$ cat config.mk
export PLATFORM = sky130hd
export DESIGN_NAME = proc_run_ctrl
export DESIGN_NICKNAME = d
export VERILOG_FILES = /design/src/rtl/proc_z_pkg.sv /design/src/rtl/proc_dump_seq.sv /design/src/rtl/proc_run_ctrl.sv
export SDC_FILE = /design/constraint.sdc
export NUM_CORES = 1
export LEC_CHECK = 0
export CELL_PAD_IN_SITES_DETAIL_PLACEMENT = 2
export CELL_PAD_IN_SITES_GLOBAL_PLACEMENT = 2
export CORE_ASPECT_RATIO = 0.7
export CORE_MARGIN = 2
export CORE_UTILIZATION = 29
export CTS_BUF_LIST = sky130_fd_sc_hd__clkbuf_4 sky130_fd_sc_hd__clkbuf_8 sky130_fd_sc_hd__clkbuf_16
export CTS_CLUSTER_SIZE = 30
export DETAILED_ROUTE_END_ITERATION = 8
export HOLD_SLACK_MARGIN = 0.12
export PLACE_DENSITY_LB_ADDON = 0.1
export SLEW_MARGIN = 20
export SYNTH_ARGS = -nofsm -noshare
export SYNTH_HDL_FRONTEND = slang
export SYNTH_HIERARCHICAL = 1
export SYNTH_SLANG_ARGS = --single-unit
$ cat constraint.sdc
create_clock -name clock -period 2.75 [get_ports clock]
set_clock_uncertainty 0.05 [all_clocks]
set_input_delay 0.4125 -clock clock [delete_from_list [all_inputs] [get_ports clock]]
set_output_delay 0.4125 -clock clock [all_outputs]
set_load 0.05 [all_outputs]
$ cat src/rtl/proc_z_pkg.sv
// Shared types and constants for the Z processor run-control slice.
// No ports: state encodings, opcodes, NOP word, idle register select.
package proc_z_pkg;

   typedef enum logic [2:0] {
      IDLE,
      LOAD,
      PAD,
      RUN,
      DUMP,
      DONE
   } state_t;

   typedef enum logic [1:0] {
      D_IDLE,
      D_SEL,
      D_BEAT
   } dstate_t;

   localparam logic [7:0] IRMOV = 8'h10;
   localparam logic [7:0] ADD   = 8'h20;
   localparam logic [7:0] SUB   = 8'h21;
   localparam logic [7:0] AND   = 8'h22;
   localparam logic [7:0] XOR   = 8'h23;

   localparam logic [31:0] NOP_WORD = 32'h0;
   localparam logic [3:0]  RID_IDLE = 4'hF;

endpackage

$ cat src/rtl/proc_dump_seq.sv
// Register dump sequencer: steps rID, captures rdata, runs the dump handshake.
// Ports: clock/reset, go (start pulse), rdata in, dump_ready in,
//        rID, dump_valid/dump_id/dump_data out, fin (last beat accepted).
import proc_z_pkg::*;

module proc_dump_seq #(
   parameter int NREGS = 8
) (
   input  logic        clock,
   input  logic        reset,
   input  logic        go,
   input  logic [31:0] rdata,
   input  logic        dump_ready,
   output logic [3:0]  rID,
   output logic        dump_valid,
   output logic [2:0]  dump_id,
   output logic [31:0] dump_data,
   output logic        fin
);

   localparam logic [2:0] LAST = 3'(NREGS - 1);

   dstate_t     st, st_n;
   logic [2:0]  idx, idx_n;
   logic [3:0]  rid_q, rid_n;
   logic        vld_q, vld_n;
   logic [2:0]  id_q, id_n;
   logic [31:0] dat_q, dat_n;

   always_ff @(posedge clock) begin
      if (reset) begin
         st    <= D_IDLE;
         idx   <= '0;
         rid_q <= RID_IDLE;
         vld_q <= 1'b0;
         id_q  <= '0;
         dat_q <= '0;
      end else begin
         st    <= st_n;
         idx   <= idx_n;
         rid_q <= rid_n;
         vld_q <= vld_n;
         id_q  <= id_n;
         dat_q <= dat_n;
      end
   end

   // rID selects a register for exactly the SEL cycle; the beat
   // itself is carried by the captured copy, so rID parks at idle.
   always_comb begin
      st_n  = st;
      idx_n = idx;
      rid_n = rid_q;
      vld_n = vld_q;
      id_n  = id_q;
      dat_n = dat_q;
      fin   = 1'b0;
      unique case (st)
         D_IDLE: begin
            if (go) begin
               st_n  = D_SEL;
               idx_n = '0;
               rid_n = 4'h0;
            end
         end
         D_SEL: begin
            st_n  = D_BEAT;
            dat_n = rdata;
            id_n  = idx;
            vld_n = 1'b1;
            rid_n = RID_IDLE;
         end
         D_BEAT: begin
            if (dump_ready) begin
               vld_n = 1'b0;
               if (idx == LAST) begin
                  fin  = 1'b1;
                  st_n = D_IDLE;
               end else begin
                  idx_n = idx + 3'd1;
                  rid_n = {1'b0, idx + 3'd1};
                  st_n  = D_SEL;
               end
            end
         end
         default: st_n = D_IDLE;
      endcase
   end

   assign rID        = rid_q;
   assign dump_valid = vld_q;
   assign dump_id    = id_q;
   assign dump_data  = dat_q;

endmodule

$ cat src/rtl/proc_run_ctrl.sv
// Run-control sequencer: load program, pad with NOPs, run, dump r0..r7.
// Ports: clock/reset/start; ld_* program stream; addr/wr/wdata RAM port;
//        working, rID, rdata to processor; dump_* stream; busy/done/err.
// Optional macro PROC_RUN_STEP_EN adds a step input for single-cycle runs.
import proc_z_pkg::*;

module proc_run_ctrl #(
   parameter int ADDR_W    = 9,
   parameter int DEPTH     = 512,
   parameter int PAD_WORDS = 4,
   parameter int NREGS     = 8
) (
   input  logic              clock,
   input  logic              reset,
   input  logic              start,
`ifdef PROC_RUN_STEP_EN
   input  logic              step,
`endif
   input  logic              ld_valid,
   output logic              ld_ready,
   input  logic [31:0]       ld_data,
   input  logic              ld_last,
   output logic [ADDR_W-1:0] addr,
   output logic              wr,
   output logic [31:0]       wdata,
   output logic              working,
   output logic [3:0]        rID,
   input  logic [31:0]       rdata,
   output logic              dump_valid,
   input  logic              dump_ready,
   output logic [2:0]        dump_id,
   output logic [31:0]       dump_data,
   output logic              busy,
   output logic              done,
   output logic              err
);

   localparam int CW = ADDR_W + 1;

   state_t            state, state_n;
   logic [CW-1:0]     wcnt, wcnt_n;
   logic [CW-1:0]     len, len_n;
   logic [CW-1:0]     pcnt, pcnt_n;
   logic [CW-1:0]     rcnt, rcnt_n;
   logic              wr_q, wr_n;
   logic [ADDR_W-1:0] addr_q, addr_n;
   logic [31:0]       wdata_q, wdata_n;
   logic              err_q, err_n;
   logic [CW-1:0]     total;
   logic              adv;
   logic              go;
   logic              fin;

   assign total = len + CW'(PAD_WORDS);

`ifdef PROC_RUN_STEP_EN
   assign adv = step;
`else
   assign adv = 1'b1;
`endif

   always_ff @(posedge clock) begin
      if (reset) begin
         state   <= IDLE;
         wcnt    <= '0;
         len     <= '0;
         pcnt    <= '0;
         rcnt    <= '0;
         wr_q    <= 1'b0;
         addr_q  <= '0;
         wdata_q <= '0;
         err_q   <= 1'b0;
      end else begin
         state   <= state_n;
         wcnt    <= wcnt_n;
         len     <= len_n;
         pcnt    <= pcnt_n;
         rcnt    <= rcnt_n;
         wr_q    <= wr_n;
         addr_q  <= addr_n;
         wdata_q <= wdata_n;
         err_q   <= err_n;
      end
   end

   // RAM writes are registered, so the last pad write lands in the
   // cycle PAD sees pcnt == PAD_WORDS; RUN starts one cycle later.
   always_comb begin
      state_n  = state;
      wcnt_n   = wcnt;
      len_n    = len;
      pcnt_n   = pcnt;
      rcnt_n   = rcnt;
      wr_n     = 1'b0;
      addr_n   = '0;
      wdata_n  = NOP_WORD;
      err_n    = err_q;
      ld_ready = 1'b0;
      working  = 1'b0;
      go       = 1'b0;
      unique case (state)
         IDLE: begin
            if (start) begin
               state_n = LOAD;
               wcnt_n  = '0;
               len_n   = '0;
            end
         end
         LOAD: begin
            ld_ready = 1'b1;
            if (ld_valid) begin
               if (wcnt + CW'(PAD_WORDS) >= CW'(DEPTH)) begin
                  err_n   = 1'b1;
                  state_n = DONE;
               end else begin
                  wr_n    = 1'b1;
                  addr_n  = wcnt[ADDR_W-1:0];
                  wdata_n = ld_data;
                  wcnt_n  = wcnt + CW'(1);
                  if (ld_last) begin
                     len_n   = wcnt + CW'(1);
                     pcnt_n  = '0;
                     state_n = PAD;
                  end
               end
            end
         end
         PAD: begin
            if (pcnt == CW'(PAD_WORDS)) begin
               state_n = RUN;
               rcnt_n  = '0;
            end else begin
               wr_n   = 1'b1;
               addr_n = len[ADDR_W-1:0] + pcnt[ADDR_W-1:0];
               pcnt_n = pcnt + CW'(1);
            end
         end
         RUN: begin
            working = adv;
            if (adv) begin
               if (rcnt == total - CW'(1)) begin
                  state_n = DUMP;
                  go      = 1'b1;
               end else begin
                  rcnt_n = rcnt + CW'(1);
               end
            end
         end
         DUMP: begin
            if (fin) state_n = DONE;
         end
         DONE: begin
            if (start) begin
               state_n = LOAD;
               wcnt_n  = '0;
               len_n   = '0;
               pcnt_n  = '0;
               rcnt_n  = '0;
            end
         end
         default: state_n = IDLE;
      endcase
   end

   proc_dump_seq #(
      .NREGS(NREGS)
   ) u_dump (
      .clock      (clock),
      .reset      (reset),
      .go         (go),
      .rdata      (rdata),
      .dump_ready (dump_ready),
      .rID        (rID),
      .dump_valid (dump_valid),
      .dump_id    (dump_id),
      .dump_data  (dump_data),
      .fin        (fin)
   );

   assign addr  = addr_q;
   assign wr    = wr_q;
   assign wdata = wdata_q;
   assign busy  = (state != IDLE) && (state != DONE);
   assign done  = (state == DONE);
   assign err   = err_q;

endmodule

==> Yosys cells after proc, flatten, opt, wreduce, memory -nomap -nowiden <==
Cells that the tools add are included.
{ "word_totals": {"regBits": 131, "latch_bits": 0, "ram_bits": 0, "mem_bits_ro": 0, "inputBits": 70, "output_inout_bits": 87, "wordCells": 126, "memories": 0} }
{ "classes": {"n_addsub": 8, "n_mul": 0, "div_mod_pow": 0, "magnitude_cmp": 1, "n_eq_ne": 25, "shift": 0, "n_mux": 53, "n_bitwise": 2, "reduce_logical": 22} }
{ "op_table": {"columns": ["cell", "n"], "rows": [
  ["$mux 10", 12],
  ["$pmux 10 s3", 2],
  ["$pmux 10 s2", 2],
  ["$add 10x1->10 const B", 3],
  ["$mux 3", 10],
  ["$mux 9", 3],
  ["$ne 2x2->1 const B", 12],
  ["$add 10x3->10 const B", 2],
  ["$pmux 9 s2", 1],
  ["$reduce_and 4->1", 4],
  ["$pmux 3 s5", 1],
  ["$mux 1", 12],
  ["$mux 4", 3],
  ["$pmux 4 s3", 1],
  ["$reduce_and 6->1", 2],
  ["$reduce_bool 3->1", 4],
  ["$eq 10x10->1", 1],
  ["$eq 10x3->1 const B", 1],
  ["$ge 10x10->1 const B", 1],
  ["$sub 10x1->10 const B", 1],
  ["$add 9x9->9", 1],
  ["$eq 3x3->1 const B", 3],
  ["$eq 3x2->1 const B", 2],
  ["$ne 3x3->1 const B", 2],
  ["19 further kinds", 25]
]} }

==> Longest topological paths before layout <==
{ "depth": {"word_depth": 7, "mapped_depth": 12, "mapped_depth_nobuf": 11} }

==> Cells and area by module <==
Netlist, hierarchy kept.
{ "modules_own_cells": {"columns": ["module", "instances", "cells_each", "area_per_inst_um2", "seq_area_each_um2"], "rows": [
  ["proc_run_ctrl", 1, 483, 4162.7, 1721.7],
  ["proc_dump_seq", 1, 173, 1793.0, 900.9]
]} }

==> Worst setup path before layout <==
OpenSTA, ideal clock, no wires.
{ "synth_path": {"path_type": "register to register", "startpoint": "reg len[0]", "endpoint": "reg u_dump.rid_q[0], in the netlist u_dump/rID[0]", "setup_ns": 0.120, "arrival_ns": 2.391, "t_required_ns": 2.580, "setup_slack_ns": 0.189, "stages_incl_launch_ff": 12, "path_buffers": 1, "synth_period_minus_slack_ns": 2.561, "path_cell_list": "dfxtp_1 inv_1 ha_1 nand3b_1 nor3_1 xnor2_1 o2111ai_1 clkbuf_1 nor3_1 nand2b_1 nand3_1 a211o_1"} }
{ "synth_via": {"elab_chain_cells": 7} }
{ "synth_rtl": {"columns": ["element", "line", "text"], "rows": [
  ["from (decl)", "proc_run_ctrl.sv:42", "logic [CW-1:0] len, len_n;"],
  ["from (signal assigned)", "proc_run_ctrl.sv:76", "len <= len_n;"],
  ["$add 10x3->10", "proc_run_ctrl.sv:54", "assign total = len + CW'(PAD_WORDS);"],
  ["$sub 10x1->10", "proc_run_ctrl.sv:141", "if (rcnt == total - CW'(1)) begin"],
  ["$eq 10x10->1", "proc_run_ctrl.sv:141", null],
  ["$mux 1", "proc_run_ctrl.sv:141", null],
  ["$mux 1", "proc_run_ctrl.sv:101", "unique case (state)"],
  ["net go", "proc_run_ctrl.sv:51", "logic go;"],
  ["$ne 2x2->1 (no source line)", null, null],
  ["$reduce_and 4->1 (no source line)", null, null],
  ["to (signal assigned)", "proc_dump_seq.sv:41", "rid_q <= rid_n;"],
  ["to (decl)", "proc_dump_seq.sv:25", "logic [3:0] rid_q, rid_n;"]
]} }
The timed path passes the listed nets, and every way through them passes these cells.
A chain may end at the register's enable or synchronous reset.

==> Worst setup path after layout <==
{ "layout_path": {"startpoint": "reg len[5]", "endpoint": "reg state[0]"} }
{ "layout_via": {"elab_chain_cells": 5} }
{ "layout_rtl": {"columns": ["element", "line", "text"], "rows": [
  ["$add 10x3->10", "proc_run_ctrl.sv:54", null],
  ["$sub 10x1->10", "proc_run_ctrl.sv:141", null],
  ["$eq 10x10->1", "proc_run_ctrl.sv:141", null],
  ["$ne 2x2->1 (no source line)", null, null],
  ["$reduce_and 6->1 (no source line)", null, null],
  ["to (signal assigned)", "proc_run_ctrl.sv:74", "state <= state_n;"],
  ["to (decl)", "proc_run_ctrl.sv:40", "state_t state, state_n;"]
]} }
No other way between the ends.

==> run metrics <==
status completed; Worst R2R End state[0]; pre-CTS WS -0.00860 ns; Synth Area in Simple Gates 21.1%; top cells by area, synth dfxtp_1, mux2i_1, nor2_1, ha_1, and3_1; TritonCTS Sinks 131; total I/O pin count 157; Worst EP required 2.96 ns; Residual DRC 0; Synth top area share 44.0%; min-delay worst type in -> reg; Slew headroom 62.1%; Final #Nets 920; synthesized netlist net count 749; worst vdd ir 311 uV; DR WL met3 1220 um; worst r2r src len[5]; pins over their slew limit 0; number of synthesized flops with an enable pin 0; GRT Total Usage 20.0%; DP HPWL 16400 um; R2R Setup Slk 0.14 ns; Yosys cell types 65; Die Ht 124 um; CTS tree yes; largest net degree at the start of global routing 39; PwrDens 821 nW/um^2; Pre-Repair DR Iteration Count 4; area delta synth->final 44.4%; worst-margin pin slew 0.566 ns; final core utilization 43.1%; critical path type reg -> reg; final setup fails 0; Post-Route M1 WL 10600 um; Post-CTS Hold Buffers 0; die width 175 um; uppermost layer routed met4; post-synthesis mux area share 9.26%; Synth Area in Compound Gates 11.5%; CP arrival 2.82 ns; #FFs+latches synth 131; Final Hold Fails 0; Detailed Route Iter0 Violations 216; first-pass GRT wire length 33400 um; Final Power 7.06 mW; number of cells produced by synthesis 656; Most used DFF post-synth dfxtp_1; Crit. End Element flop; Finished Cell Area 8600 um^2; fraction of registers with async set/reset 0%; FMAX 383 MHz; Leakage 3.27 nW; Tmin final 2.61 ns; dpl cell area 7930 um^2; WL final 21800 um; placed cell count 1076; drt wl/cell 19.6 um; Rows 43; Worst Setup EP state[0]; core area 20000 um^2; CTS root buf clkbuf_16; Starting Density 29.8%; Worst-Skew Late Latency 0.42 ns; Adder-Cell Fraction of Synth Area 4.96%; Synth area leader dfxtp_1; layout cells sized above 1 10.6%; Final TNS setup 0 ns; Final period util 94.8%; critical path launch point type flop; Synth Warn # 6; maximum fanout along the worst path 11; post-route ant nets 0; Post-Synth XOR/XNOR Area 4.71%; Clock Pin Slew Worst Setup and Hold Paths 0.06 ns; metal2 WL 9890 um; register area share after synthesis 44.0%; initial antenna violation count 0; PortBufs 156; Cell Area, Synth 5960 um^2; commonest cells after routing, fill and taps aside clkdlybuf4s50_1, dfxtp_1, nor2_1; fin cells 1111; CTS buffer count 17; Max-Cap Viols 0; commonest non-fill, non-tap cell in the layout clkdlybuf4s50_1; clk buf depth 2; largest family of logic cells by synthesized area simple AND/OR/NAND/NOR gates; final worst slack 0.142 ns; Worst Setup SP len[5]; H-tree levels 4; vias per cell 4.94; Congestion Overflow GR 0; vias in the first global route 5944; Avg Cell Area, Syn 9.08 um^2; Worst Reg-to-Reg Cells 7; WHS 0.367 ns; die area 21700 um^2; gpl congestion 0.811; vias post-DR 5491
## worst max-delay path: stages, from the launching register on
cell and delay, ns:
dfxtp_1 0.46, nand3_1 0.26, or3_1 0.42, o211ai_1 0.20
a31oi_2 0.17, buf_4 0.23, o21ai_0 0.46, a311oi_1 0.21
## worst min path at each step
stage	startpoint	end	slack, ns	depth (start not counted)
2_1_floorplan	rcnt[9]	rcnt[9]	0.41	1
3_3_place_gp	err	err	0.41	2
3_5_place_dp	u_dump/rID[3]	u_dump/rID[3]	0.41	1
4_1_cts	reset	err	0.35	2
5_1_grt	reset	wcnt[1]	0.37	2
6_report	reset	err	0.37	2
## Yosys cell counts (5+ instances only)
cell / number
or3_1: 5
xnor2_1: 22
nor2_1: 108
dfxtp_1: 131
buf_4: 6
nand2b_1: 6
and2_1: 5
mux2i_1: 54
a21oi_1: 24
o211ai_1: 6
xor2_1: 10
clkbuf_1: 23
nor3_1: 16
inv_1: 26
nand2_1: 15
o21ai_0: 25
and3_1: 39
nand3_1: 23
nor2b_1: 10
a22oi_1: 6
ha_1: 22
## report_power, final
group          switching [mW]  leakage (nW)  internal (mW)
combinational            1.56          1.92          0.908
clock                   0.953         0.292           1.39
sequential              0.158          1.06           2.10
## what timing repair did
| item | CTS | global route |
|---|---|---|
| pin swaps | 0 | 2 |
| resized for setup | 5 | 7 |
| buffers inserted | 0 | 2 |
| endpoints found under the setup margin | 11 | 24 |
## layout make-up
class	count	area, um^2
Sequential cell	131	2620
Tap cell	270	338
Multi-Input combinational cell	465	3120
Timing Repair Buffer	186	1810
Fill cell	2138	11400
Clock buffer	18	439
Inverter	26	101
Antenna cell	1	2.50
Clock inverter	14	165
## cells by family after synthesis
logic type               Yosys count
flip-flops                       131
AND/OR/NAND/NOR                  251
adder cells (fa/ha/maj)           23
XOR/XNOR                          32
AO/OA/AOI/OAI                    104
buffers and inverters             60
multiplexers                      55
## flip-flops by register name (all words and copies together) (netlist names), 3 cells and up
name	cells
wcnt	10
rcnt	10
u_dump/rID	4
state	3
len	10
pcnt	10
u_dump/dump_data	32
u_dump/dump_id	3
addr	9
wdata	32
u_dump/idx	3
## routing by layer
layer | GRT usage, % | up-vias
met5 | 0 | -
met4 | 4.32 | 0
met3 | 5.43 | 8
met2 | 31.6 | 123
met1 | 27.5 | 2736
li1 | - | 2624
Note: power is estimated with default switching activity, not from simulation.
==> edit, RTL diff (same flow settings) <==
Re-encode `state_t` (6 states) as one-hot, 6 bits wide.
--- a/src/rtl/proc_z_pkg.sv
+++ b/src/rtl/proc_z_pkg.sv
@@ -4,9 +4,9 @@
 
-   typedef enum logic [2:0] {
-      IDLE,
-      LOAD,
-      PAD,
-      RUN,
-      DUMP,
-      DONE
+   typedef enum logic [5:0] {
+      IDLE = 6'b000001,
+      LOAD = 6'b000010,
+      PAD  = 6'b000100,
+      RUN  = 6'b001000,
+      DUMP = 6'b010000,
+      DONE = 6'b100000
    } state_t;
Behaviour: same outputs for any inputs over 4 cycles, from zero or initial values and one cycle with reset high; so few cycles prove little.
==> edit against the original RTL <==
  * Critical endpoint is now u_dump/rID[3]
  * Synthesized area increased by 3.2%
  * Wire length grew 3.3%
  * Clock power is 5% lower
  * Largest cell class unchanged
  * Total power shrank 11%
  * Count of clock-buffer cells in the layout unchanged
  * First-iteration DRC count grew 11%
  * Critical path type unchanged
  * Worst setup slack worse by 0.077 ns
  * Final area grew 5.1%
  * Combinational power fell by 23%
  * Sequential cell count rose by 3
==> edit: results (changes against the original RTL) <==
antenna cell count 0 (-1); worst min-delay path endpoint u_dump/dump_id[0]; Met2 Routed Length 10490 um (+6.0%); share of total power in sequential cells 34.3% (+2.4 points); family with the most delay on the worst path simple AND/OR/NAND/NOR gates; number of global-route vias before repair 6373 (+7.2%); R2R cell count 10 (+3); number of nets in the layout 944 (+2.6%); maximum number of pins on one net before global-route repair 33 (-15%); final hold slack 0.3475 ns (-0.01905 ns); worst hold path type in -> reg; Fillers 2180 (+2.0%); ranking of synthesized cells by area dfxtp_1 (44%), mux2i_1 (8.5%), nor2_1 (5.8%); Mapped Avg Cell Area 9.354 sq um (+3.0%); sw power 2.287 mW (-14%); slowest library cell on the worst path dfxtp_4; placed standard-cell area 0.008289 sq mm (+4.5%); data arrival time of the critical path 2.95 ns (+0.13 ns); Vias/cell 4.988 (+0.92%); M1 wire length 10560 um (about the same); via count 5686 (+3.6%); Relative slew margins 60.37% (-1.8 points); post-synthesis sequential area ratio 43.65% (-0.39 points); P_leak 3.445 nW (+5.4%); aggregate global-route resource usage 20.78% (+0.74 points); met3 layer usage reported by global route 4.710% (-0.72 points); reg2reg end u_dump/rID[3]; first-pass GRT wire length 35930 um (+7.5%); peak fanout along the critical path 4 (-7); Post-Syn Nets 750 (+0.13%); worst ir drop on vdd 0.4014 mV (+29%); number of DRC violations after detailed-routing iteration 0 239 (+11%); number of cells in the design after placement 1105 (+2.7%); Routability Congestion 0.7551 (-6.8%); Cell Pwr Density 696.5 mW/mm^2 (-15%); sum of net half-perimeters after detailed placement 16850 um (+2.9%); met2 global-route usage 33.54% (+1.9 points); list of most frequent post-synthesis cells dfxtp_1 (134), nor2_1 (95), mux2i_1 (52); proportion of layout cells with a drive suffix above 1 17.01% (+6.4 points); mean routed wirelength per cell 19.76 um (+0.72%); result of the run complete, no violations; end point of the critical path u_dump/rID[3]; R2R setup slack 0.07 ns (-0.08 ns); Crit Reg-Reg Startpoint len[4]; number of distinct standard cells referenced by the synthesized netlist 72 (+11%); met3 routed wirelength 1090 um (-10%)
edit: cell families after synthesis:
logic type	Yosys count	synth area share [%]
DFF	134	43.65
xor gates and xnor gates	36	5.130
buffers and inverters	44	3.115
AOI/OAI and AO/OA	112	12.21
adders and majority gates	23	4.805
muxes	53	8.652
and+or+nand+nor	255	22.43
edit: timing repair:
action / 4_1_cts / 5_1_grt
setup endpoints to repair: 17 / 41
setup buffers: 2 / 1
pin swaps: 1 / 6
gates resized for setup: 11 / 26
edit: cell type report:
cell class | instances | area share, %
tap | 276 | 3.819
timing repair buffer | 204 | 21.27
clock inverter | 14 | 1.453
clock buffer | 18 | 4.857
sequential | 134 | 29.85
inverter | 15 | 0.6227
multi-input combinational | 479 | 38.13
edit: stage by stage:
step | TNS (ns) | worst slack, ns
floorplan | 0 | 0.04624
global placement | -0.1729 | -0.04016
detailed placement | -1.423 | -0.2715
CTS | 0 | 0.003437
global route | -0.04492 | -0.02297
finish | 0 | 0.06518
